File: src/rtl/lfsr_err_counter.sv
// Saturating accumulator with a synchronous clear that wins over a
// simultaneous add. Used for the mismatch and bit-error counters.
module lfsr_err_counter #(
  parameter int W  = 16,
  parameter int AW = 1
) (
  input  logic          clk,
  input  logic          nrst,
  input  logic          clr,
  input  logic [AW-1:0] add,
  output logic [W-1:0]  count
);

  localparam int SW = W + AW;
  localparam logic [SW-1:0] MAXV = {{AW{1'b0}}, {W{1'b1}}};

  logic [SW-1:0] sum;

  assign sum = {{AW{1'b0}}, count} + {{W{1'b0}}, add};

  always_ff @(posedge clk) begin
    if (!nrst) begin
      count <= '0;
    end else if (clr) begin
      count <= '0;
    end else if (sum > MAXV) begin
      count <= '1;
    end else begin
      count <= sum[W-1:0];
    end
  end

endmodule

File: config.mk
export PLATFORM = sky130hd
export DESIGN_NAME = lfsr_err_counter
export DESIGN_NICKNAME = d
export VERILOG_FILES = /design/src/rtl/lfsr_err_counter.sv
export SDC_FILE = /design/constraint.sdc
export NUM_CORES = 1
export LEC_CHECK = 0
export ABC_AREA = 0
export BUFFER_PORTS_ARGS = -buffer_cell sky130_fd_sc_hd__buf_4
export CORE_ASPECT_RATIO = 1.1
export CORE_UTILIZATION = 25
export CTS_BUF_LIST = sky130_fd_sc_hd__clkbuf_4
export CTS_CLUSTER_DIAMETER = 80
export CTS_CLUSTER_SIZE = 12
export DETAILED_ROUTE_END_ITERATION = 10
export GPL_ROUTABILITY_DRIVEN = 0
export PLACE_DENSITY = 0.4
export SETUP_SLACK_MARGIN = 0.3
export SYNTH_ARGS = -nofsm -noshare
export SYNTH_HDL_FRONTEND = slang
export SYNTH_SLANG_ARGS = --single-unit
File: constraint.sdc
create_clock -name clk -period 4.2 [get_ports clk]
set_clock_uncertainty 0.1 [all_clocks]
set_input_delay 0.42 -clock clk [delete_from_list [all_inputs] [get_ports clk]]
set_output_delay 0.42 -clock clk [all_outputs]
set_load 0.005 [all_outputs]
# Word-level counts from Yosys, hierarchy flattened
# Cells that the tools add are included.
# totals
output_inout_bits	16
ff_bits	16
in_bits	4
elab_cells	6
# classes
bitwise_logic	1
n_mux	1
reduce_logical	1
addsub	1
n_lt_le_gt_ge	1
# op_table
operator	count
$add A16 B1 Y17	1
$gt A17 B16 Y1 const B	1
$mux W16	1
$reduce_or A2 Y1	1
$not A1 Y1	1

# Depth between registers and ports, before layout
# Gate-level depths: netlist (run 1).
# logic_depth
word_depth	3
mapped_depth	6
depth_no_buf	5

# Worst setup path after synthesis (run 1)
# Ideal clock, no wire load.
# synth_timing
path_kind	input -> register
from	input add
to	register count[13]
t_arrival_ns	1.308
slack_ns	2.666
path_buffers	0
cell_stages	5
setup_time_ns	0.126
path_cell_list	ha_1 -> nand4_4 -> nor4_2 -> xnor2_1 -> a21oi_2
# synth_via
elab_chain_cells	3
# synth_rtl
item	line_no	rtl
start, declared	10	input logic [AW-1:0] add,
$add A16 B1 Y17 (*)	19	assign sum = {{AW{1'b0}}, count} + {{W{1'b0}}, add};
$gt A17 B16 Y1	26	end else if (sum > MAXV) begin
$mux W16 (*)	26	
end signal, assigned	29	count <= sum[W-1:0];
end, declared	11	output logic [W-1:0] count
# Mark *: on every way between the ends. The rest lies on a longest branch, timed or not.
# A chain may end at the register's enable or synchronous reset.

# Final worst setup path (run 1)
# layout_timing
from	register count[7]
to	register count[0]
# layout_via
elab_chain_cells	3
# layout_rtl
item	line_no
$add A16 B1 Y17	19
$gt A17 B16 Y1	26
$mux W16	26
# No other way between the ends.

==> out/qor.yml, run 1 <==
grt:
  grt_remaining_overflow: 0
  grt-busiest-layer: "met2"
  grt_pass1_wl_um: 2970
  grt_antenna_before_repair: 0
  grt.met3_usage_pct: 2.46
  use_met1_pct: 14.7
  grt_pass1_vias: 637
  grtUsageTotal_pct: 10.9
  grt_max_degree: 17
  grt_use_met2_pct: 15.4
finish:
  final_common_cell: "buf_4"
  utilization_pct: 32.9
  fin_nets: 110
  largest_reg_flops: 16
  drive_gt1_share_pct: 43.1
  filler_cell_count: 327
  areaGrowthSynthToFinish_pct: 22.1
  top_regs: "count (16)"
  instances_no_fill: 136
  antenna_cells: 0
  layout_common_cells: "buf_4, dfxtp_1, xnor2_1"
  regMostFlops: "count"
setup_path:
  cp.required_ns: 4.31
  crit_path_top_delay_cell: "dfxtp_1"
  cp_max_fo: 13
  startpoint_type: "register"
  cp_slowest_stage_delay_ns: 0.44
  path_cells: "nand3_2 -> nor3_2 -> nand4_2 -> a21oi_1"
  critPathKind: "register to register"
  crit_arrival_ns: 1.91
  setup.worst_path.end_class: "register"
power_and_ir_drop:
  p_leak_uw: 0.000352
  power_density_nw_per_um2: 236
  peakVddDrop_uv: 84.5
yosys:
  synth_nets: 89
  async_reset_ff_share_pct: 0
  ys_seq_elements: 16
  syn_area_per_cell_um2: 10.3
  synth_edf_count: 0
  yosys_warnings: 0
  synthDistinctLibCells: 28
  synth_top_flop_cell: "dfxtp_1"
  syn_inst: 83
  synthesis.area_um2: 851
  ys_seq_area_share_pct: 37.6
route:
  wire_per_inst_um: 12.5
  ant_nets: 0
  initialDrtViolationCount: 6
  dr.pass1.iters: 7
  vias: 652
  viasPerCell: 4.79
  wirelength_um: 1700
  drcViolationCount: 1
clock_network:
  clkTransAtPathRegs_ns: 0.09
  cts_max_level: 1
  postCtsHoldBufs: 0
  ctsLongestPathBuffers: 2
  cts-resized-gates: 0
  cts_num_sinks: 16
  cts_tree: "done"
  post_cts_buffers: 0
  root_buffer: "clkbuf_4"
  clk_latency_ns: 0.28
  cts_buffers: 3
sta:
  rsz0062_at_grt: "no"
  setup_violations: 0
  fin_crit_ns: 1.80
  worst_pin_slew_ns: 0.844
  hold_viol_final: 0
  fin_setup_tns_ns: 0
  max_slew_margin_pct: 43.7
  slew_violations: 0
  fmax_mhz: 556
  finalCritPeriodShare_pct: 42.8
floorplan:
  die_width_um: 57.6
  coreArea_um2: 3150
  rows: 21
  dieArea_um2: 3640
  dieHeight_um: 63.2
  initial_core_util_pct: 27.0
  ioPinCount: 20
status:
  status: "complete, but fails checks"
  violations: "design-rule violations"
placement:
  dpl.hpwl_um: 1220
  port_buffers: 19
  dpl.cell_count: 133
job:
  drv_cap: 0
min_path:
  min_path_type: "input pin to register"
## path summary, 6_finish.rpt
| kind | from | endpoint | slack, ns | cells after the start |
|---|---|---|---|---|
| worst max-delay path | count[7] | count[0] | 2.40 | 4 |
| worst min-delay path | add | count[0] | 0.41 | 4 |
| worst max register to register | count[7] | count[0] | 2.40 | 4 |
| worst min register to register | count[14] | count[12] | 0.48 | 2 |
## cells by family (layout without fill, tap and decap cells)
group,after synthesis,after routing,synth area share (%)
simple gates,29,29,27.8
compound gates,17,17,15.0
flops,16,16,37.6
xor+xnor,11,11,11.3
buf+inv,7,26,4.12
fa+ha+maj,2,2,2.94
mux,1,1,1.18
## power breakdown
part / leakage [µW] / switching (µW) / total, µW / internal [µW]
sequential: 0.000129 / 0.819 / 153 / 152
combinational: 0.000209 / 5.58 / 9.71 / 4.13
clock: 0.0000138 / 48.6 / 82.0 / 33.3
total: 0.000352 / 55.0 / 245 / 190
## critical path, delay by kind of cell (launching register included)
family / cells / cell delay (ns)
DFF: 1 / 0.44
AOI/OAI and AO/OA: 1 / 0.27
and+or+nand+nor: 3 / 0.91
## per-layer routing
metal | vias up | share of wire, %
met2 | 18 | 43
met1 | 291 | 49
met5 | - | 0
met4 | 0 | 2.7
met3 | 5 | 4.9
li1 | 338 | -
## cell type report
cell class              instances  area, µm²  area share (%)
multi-input cells              60        495            47.7
flip-flops and latches         16        320            30.8
clock buffers                   3       22.5            2.17
inverters                       4       15.0            1.45
well taps                      34       42.5            4.10
repair buffers                 19        143            13.7
## synth_stat cells, types with 2 or more instances
cell      number  area (µm²)
nand2_1        5        18.8
nor3_2         2        20.0
nand3_2        2        20.0
inv_1          4        15.0
nand2b_1       2        12.5
nor4_2         3        37.5
nand4_4        2        42.5
xnor2_1       10        87.6
nor3_1         3        15.0
dfxtp_1       16         320
a21oi_2        8        70.1
nand3_1        2        10.0
nor2_1         3        11.3
a21oi_1        6        30.0
ha_1           2        25.0
## per-stage QoR
step / hold slack [ns] / setup WS (ns) / total power [µW] / instance area [µm²]
6_report: 0.408 / 2.40 / 245 / 1040
5_1_grt: 0.442 / 2.24 / 258 / 1040
4_1_cts: 0.403 / 2.36 / 249 / 1040
3_5_place_dp: 0.472 / 2.25 / 166 / 1020
3_3_place_gp: 0.461 / 2.30 / 166 / 1020
2_1_floorplan: 0.432 / 2.67 / 163 / 851
(Power assumes the default switching activity.)
==> run 2, diff against run 1 <==
Clock period 4.2 ns to 1.9 ns, I/O delays scaled along.
==> out/qor.yml, run 2 (same netlist as run 1, synthesis figures left out) <==
finish:
  utilization_pct: 38.2
  drive_gt1_share_pct: 54.8
  final_common_cell: "buf_4"
  fin_nets: 122
  top_regs: "count (16)"
  areaGrowthSynthToFinish_pct: 41.6
  regMostFlops: "count"
  antenna_cells: 0
  layout_common_cells: "buf_4, dfxtp_1, xnor2_1"
  largest_reg_flops: 16
floorplan:
  ioPinCount: 20
  dieHeight_um: 63.2
  dieArea_um2: 3640
  die_width_um: 57.6
  coreArea_um2: 3150
  initial_core_util_pct: 27.0
  rows: 21
grt:
  grt_max_degree: 17
  grt_antenna_before_repair: 0
  grtUsageTotal_pct: 12.1
  grt_pass1_vias: 738
  grt_pass1_wl_um: 3420
  grt_remaining_overflow: 0
sta:
  slew_violations: 0
  max_slew_margin_pct: 43.6
  finalCritPeriodShare_pct: 79.3
  fmax_mhz: 664
  hold_viol_final: 0
  fin_crit_ns: 1.51
  setup_violations: 0
  worst_slack_ns: 0.394
  rsz0062_at_grt: "yes"
  fin_setup_tns_ns: 0
  worst_pin_slew_ns: 0.846
clock_network:
  clkTransAtPathRegs_ns: 0.11
  clk_latency_ns: 0.30
  postCtsHoldBufs: 0
  root_buffer: "clkbuf_4"
  cts_max_level: 1
  cts_num_sinks: 16
  ctsLongestPathBuffers: 2
  cts_buffers: 3
  cts_tree: "done"
job:
  drv_cap: 0
setup_path:
  cp_max_fo: 6
  setup.worst_path.end_class: "register"
  cp.required_ns: 1.96
  critPathKind: "register to register"
  path_cells: "ha_4 -> nand4_4 -> buf_6 -> nor4_4 -> mux2i_1 -> nor2_1"
  startpoint_type: "register"
  cp_slowest_stage_delay_ns: 0.39
  crit_path_top_delay_cell: "dfxtp_4"
  crit_arrival_ns: 1.57
placement:
  port_buffers: 19
  dpl.hpwl_um: 1380
  pre_cts_slack_ns: 0.273
power_and_ir_drop:
  switching_share_pct: 24.9
  p_seq_share_pct: 60.0
  intPower_uw: 424
  p_switching_uw: 141
  combinationalPowerShare_pct: 4.4
  peakVddDrop_uv: 144
  power_frac_clock_pct: 35.6
  power_density_nw_per_um2: 469
  p_leak_uw: 0.000463
route:
  drcViolationCount: 1
  vias: 719
  initialDrtViolationCount: 17
  viasPerCell: 4.83
  wirelength_um: 1970
  ant_nets: 0
  dr.pass1.iters: 7
  wire_per_inst_um: 13.2
status:
  violations: "design-rule violations"
  status: "complete, but fails checks"
min_path:
  min_path_type: "input pin to register"
[run 2: final timing paths]
| path | end | slack [ns] | startpoint | depth (start not counted) |
|---|---|---|---|---|
| setup / recovery | count[14] | 0.39 | count[0] | 6 |
| hold / removal | count[0] | 0.21 | add | 4 |
| setup reg to reg | count[14] | 0.39 | count[0] | 6 |
| hold reg to reg | count[12] | 0.48 | count[14] | 2 |
[run 2: layer usage]
layer  share of wire [%]  wire [µm]  up-vias  track usage (%)
li1                    -          -      358                -
met1                  45        892      342             15.5
met2                  50        983       15             19.8
met3                 3.5         69        4             1.85
met4                 1.4         27        0             5.49
met5                   0          0        -                0
[run 2: power by group through the flow]
stage          registers [µW]  clock network, µW  logic (µW)
2_1_floorplan             346                  0        13.0
3_3_place_gp              346                  0        21.9
3_5_place_dp              346                  0        22.2
4_1_cts                   339                210        22.6
5_1_grt                   340                237        27.8
6_report                  339                201        24.8
[run 2: cell type report]
cell class | count | area (µm²)
inverter | 4 | 15.0
timing repair buffer | 31 | 236
sequential | 16 | 328
tap | 34 | 42.5
fill | 333 | 1950
clock inverter | 1 | 3.75
multi-input combinational | 60 | 557
clock buffer | 3 | 22.5
[run 2: per-stage QoR]
stage / hold WS [ns] / area (µm²) / power (µW) / cells
finish: 0.208 / 1200 / 565 / 149
global route: 0.240 / 1200 / 604 / 149
CTS: 0.187 / 1120 / 571 / 144
detailed placement: 0.466 / 1070 / 368 / 140
global placement: 0.462 / 1070 / 368 / 140
floorplan: 0.353 / 851 / 359 / 83
[run 2: worst max-delay path, delay by kind of cell (launching register included)]
| family | cells | cell delay, ns |
|---|---|---|
| adders and majority gates | 1 | 0.14 |
| buffers and inverters | 1 | 0.18 |
| DFF | 1 | 0.39 |
| muxes | 1 | 0.21 |
| and+or+nand+nor | 3 | 0.34 |
[run 2: repair_timing]
action,in CTS,in global routing
buffers inserted,0,5
gates resized for setup,5,10
endpoints found under the setup margin,3,16
pin swaps,1,2
==> run 3, diff against run 2 <==
Settings changed: ABC_AREA 0 to 1.
Clock period 1.9 ns to 1.47 ns, I/O delays scaled along.
==> out/qor.yml, run 3 <==
setup_path:
  rrSetupSlack_ns: 0.05
  cp_max_fo: 5
  crit_path_start: "count[0]"
  crit_path_top_delay_cell: "dfxtp_4"
  crit_arrival_ns: 1.54
  critPathKind: "register to register"
  setup.worst_path.end_class: "register"
  cp_slowest_stage_delay_ns: 0.38
  path_cells: "ha_4 -> nand2_4 -> nor2_4 -> nand2_4 -> clkinv_4 -> nand3_4 -> buf_6 -> a21oi_2"
  startpoint_type: "register"
  cp-endpoint: "count[3]"
  cp.required_ns: 1.60
  ff2ff_path_depth: 8
  critPathMostFrequentCell: "nand2_4"
  reg2reg_from: "count[0]"
  reg2reg_to: "count[3]"
placement:
  dpl.hpwl_um: 1890
  postPlaceCellArea_um2: 1300
  port_buffers: 19
  dpl.cell_count: 216
yosys:
  async_reset_ff_share_pct: 0
  syn_inst: 132
  netlist_top_cells_count: "nand2_1, inv_1, dfxtp_1"
  synth_top_flop_cell: "dfxtp_1"
  yosysTopAreaCell: "dfxtp_1"
  synthDistinctLibCells: 20
  synth_area_leaders: "dfxtp_1, nand2_1, inv_1, a21oi_2, nand3_1"
  yosys_warnings: 0
  synth_nets: 138
  syn_area_per_cell_um2: 7.07
  netlist.area_leader.share_pct: 34.3
  synthesis.area_um2: 933
  synth_edf_count: 0
  ys_seq_area_share_pct: 34.3
  synth.most_common_cell: "nand2_1"
  ys_seq_elements: 16
floorplan:
  rows: 22
  dieArea_um2: 3980
  initial_core_util_pct: 27.1
  dieHeight_um: 66.1
  die_width_um: 60.3
  coreArea_um2: 3440
  ioPinCount: 20
route:
  viasPerCell: 4.31
  wire_per_inst_um: 11.3
  drcViolationCount: 0
  ant_nets: 0
  initialDrtViolationCount: 30
  vias: 982
  dr.pass1.iters: 4
  wirelength_um: 2580
grt:
  grt_remaining_overflow: 0
  grt_pass1_vias: 932
  grt_antenna_before_repair: 0
  grt_pass1_wl_um: 4230
  grtUsageTotal_pct: 14.6
  grt_max_degree: 9
finish:
  instances_no_fill: 228
  top_regs: "count (16)"
  fin_nets: 188
  layout_common_cells: "buf_4, nand2_1, inv_1"
  multiInputGateArea_um2: 603
  largest_reg_flops: 16
  final_common_cell: "buf_4"
  drive_gt1_share_pct: 51.7
  final-seq-area_um2: 342
  areaGrowthSynthToFinish_pct: 63.4
  filler_cell_count: 350
  antenna_cells: 0
  fin_area_um2: 1530
  regMostFlops: "count"
sta:
  rsz0062_at_grt: "yes"
  slew_violations: 0
  finalCritPeriodShare_pct: 96.3
  worst_pin_slew_ns: 0.331
  setup_violations: 0
  hold_slack_ns: 0.128
  fin_crit_ns: 1.42
  hold_viol_final: 0
  max_slew_margin_pct: 77.9
  fmax_mhz: 706
clock_network:
  cts_num_sinks: 16
  ctsLongestPathBuffers: 2
  cts_tree: "done"
  clk_latency_ns: 0.30
  postCtsHoldBufs: 0
  cts_buffers: 3
  root_buffer: "clkbuf_4"
  cts_max_level: 1
  clkTransAtPathRegs_ns: 0.10
power_and_ir_drop:
  switching_share_pct: 24.2
  intPower_uw: 550
  p_leak_uw: 0.000706
  power_frac_clock_pct: 34.2
  p_switching_uw: 176
  power_density_nw_per_um2: 476
  p_seq_share_pct: 60.0
  combinationalPowerShare_pct: 5.9
  peakVddDrop_uv: 204
  p_total_uw: 725
status:
  status: "completed"
min_path:
  min_path_type: "input pin to register"
job:
  drv_cap: 0
## run 3: cell count changes in the layout (fill, tap and decap cells not counted), moves of 5 or more
cell,previous run,this run
dfxtp_1,12,3
dfxtp_2,3,11
a21oi_1,6,1
inv_1,4,24
nand3_1,2,11
xnor2_1,10,3
nor2_1,3,8
nand2_1,5,26
buf_6,1,11
## run 3: logic make-up (layout without fill, tap and decap cells)
family,Yosys count,count (layout),synth area share (%)
fa+ha+maj,2,2,2.68
flops,16,16,34.3
simple gates,63,64,30.6
xor+xnor,8,8,7.51
compound gates,16,16,13.1
buf+inv,27,74,11.8
## run 3: what timing repair did
item	4_1_cts	5_1_grt
pin swaps	5	4
cloned	1	0
setup buffers	7	1
endpoints found under the setup margin	16	25
gates resized for setup	17	26
## run 3: worst min-delay path by stage
stage                endpoint  slack (ns)  depth (start not counted)  from
floorplan           count[10]        0.25                          3   clr
global placement     count[0]        0.44                          4   add
detailed placement   count[0]        0.46                          4   add
CTS                 count[14]        0.14                          5   clr
global route        count[10]        0.14                          5   clr
finish              count[14]        0.13                          5   clr
## run 3: area by class of cell
| type | count | area share (%) |
|---|---|---|
| Clock buffer | 3 | 1.48 |
| Inverter | 25 | 6.48 |
| Multi-Input combinational cell | 90 | 39.5 |
| Sequential cell | 16 | 22.4 |
| Tap cell | 48 | 3.94 |
| Timing Repair Buffer | 46 | 26.2 |
## run 3: layer usage
layer  GRT usage (%)  vias up  part of all wire (%)
met4            8.72        0                   3.1
met2            23.6       34                    47
met3            2.74        7                   5.6
met1            17.5      432                    44
met5               0        -                     0
li1                -      509                     -
## run 3: power by group through the flow
stage / combinational [µW] / sequential [µW] / clock, µW
5_1_grt: 47.0 / 436 / 281
3_3_place_gp: 42.4 / 448 / 0
3_5_place_dp: 42.2 / 448 / 0
4_1_cts: 42.6 / 437 / 254
6_report: 42.7 / 435 / 248
2_1_floorplan: 17.8 / 448 / 0
## run 3: stage by stage
step	worst slack (ns)	TNS [ns]	util, %
6_report	0.0540	0	44.3
5_1_grt	0.00609	0	44.3
4_1_cts	0.0785	0	41.9
3_5_place_dp	-0.0259	-0.0490	37.8
3_3_place_gp	-0.0421	-0.131	37.8
2_1_floorplan	0.119	0	-
## run 3: worst max-delay path: cells and delay by family, from the launching register on
family | cells | cell delay (ns)
DFF | 1 | 0.38
AOI/OAI and AO/OA | 1 | 0.11
and+or+nand+nor | 4 | 0.40
buffers and inverters | 2 | 0.24
adders and majority gates | 1 | 0.13
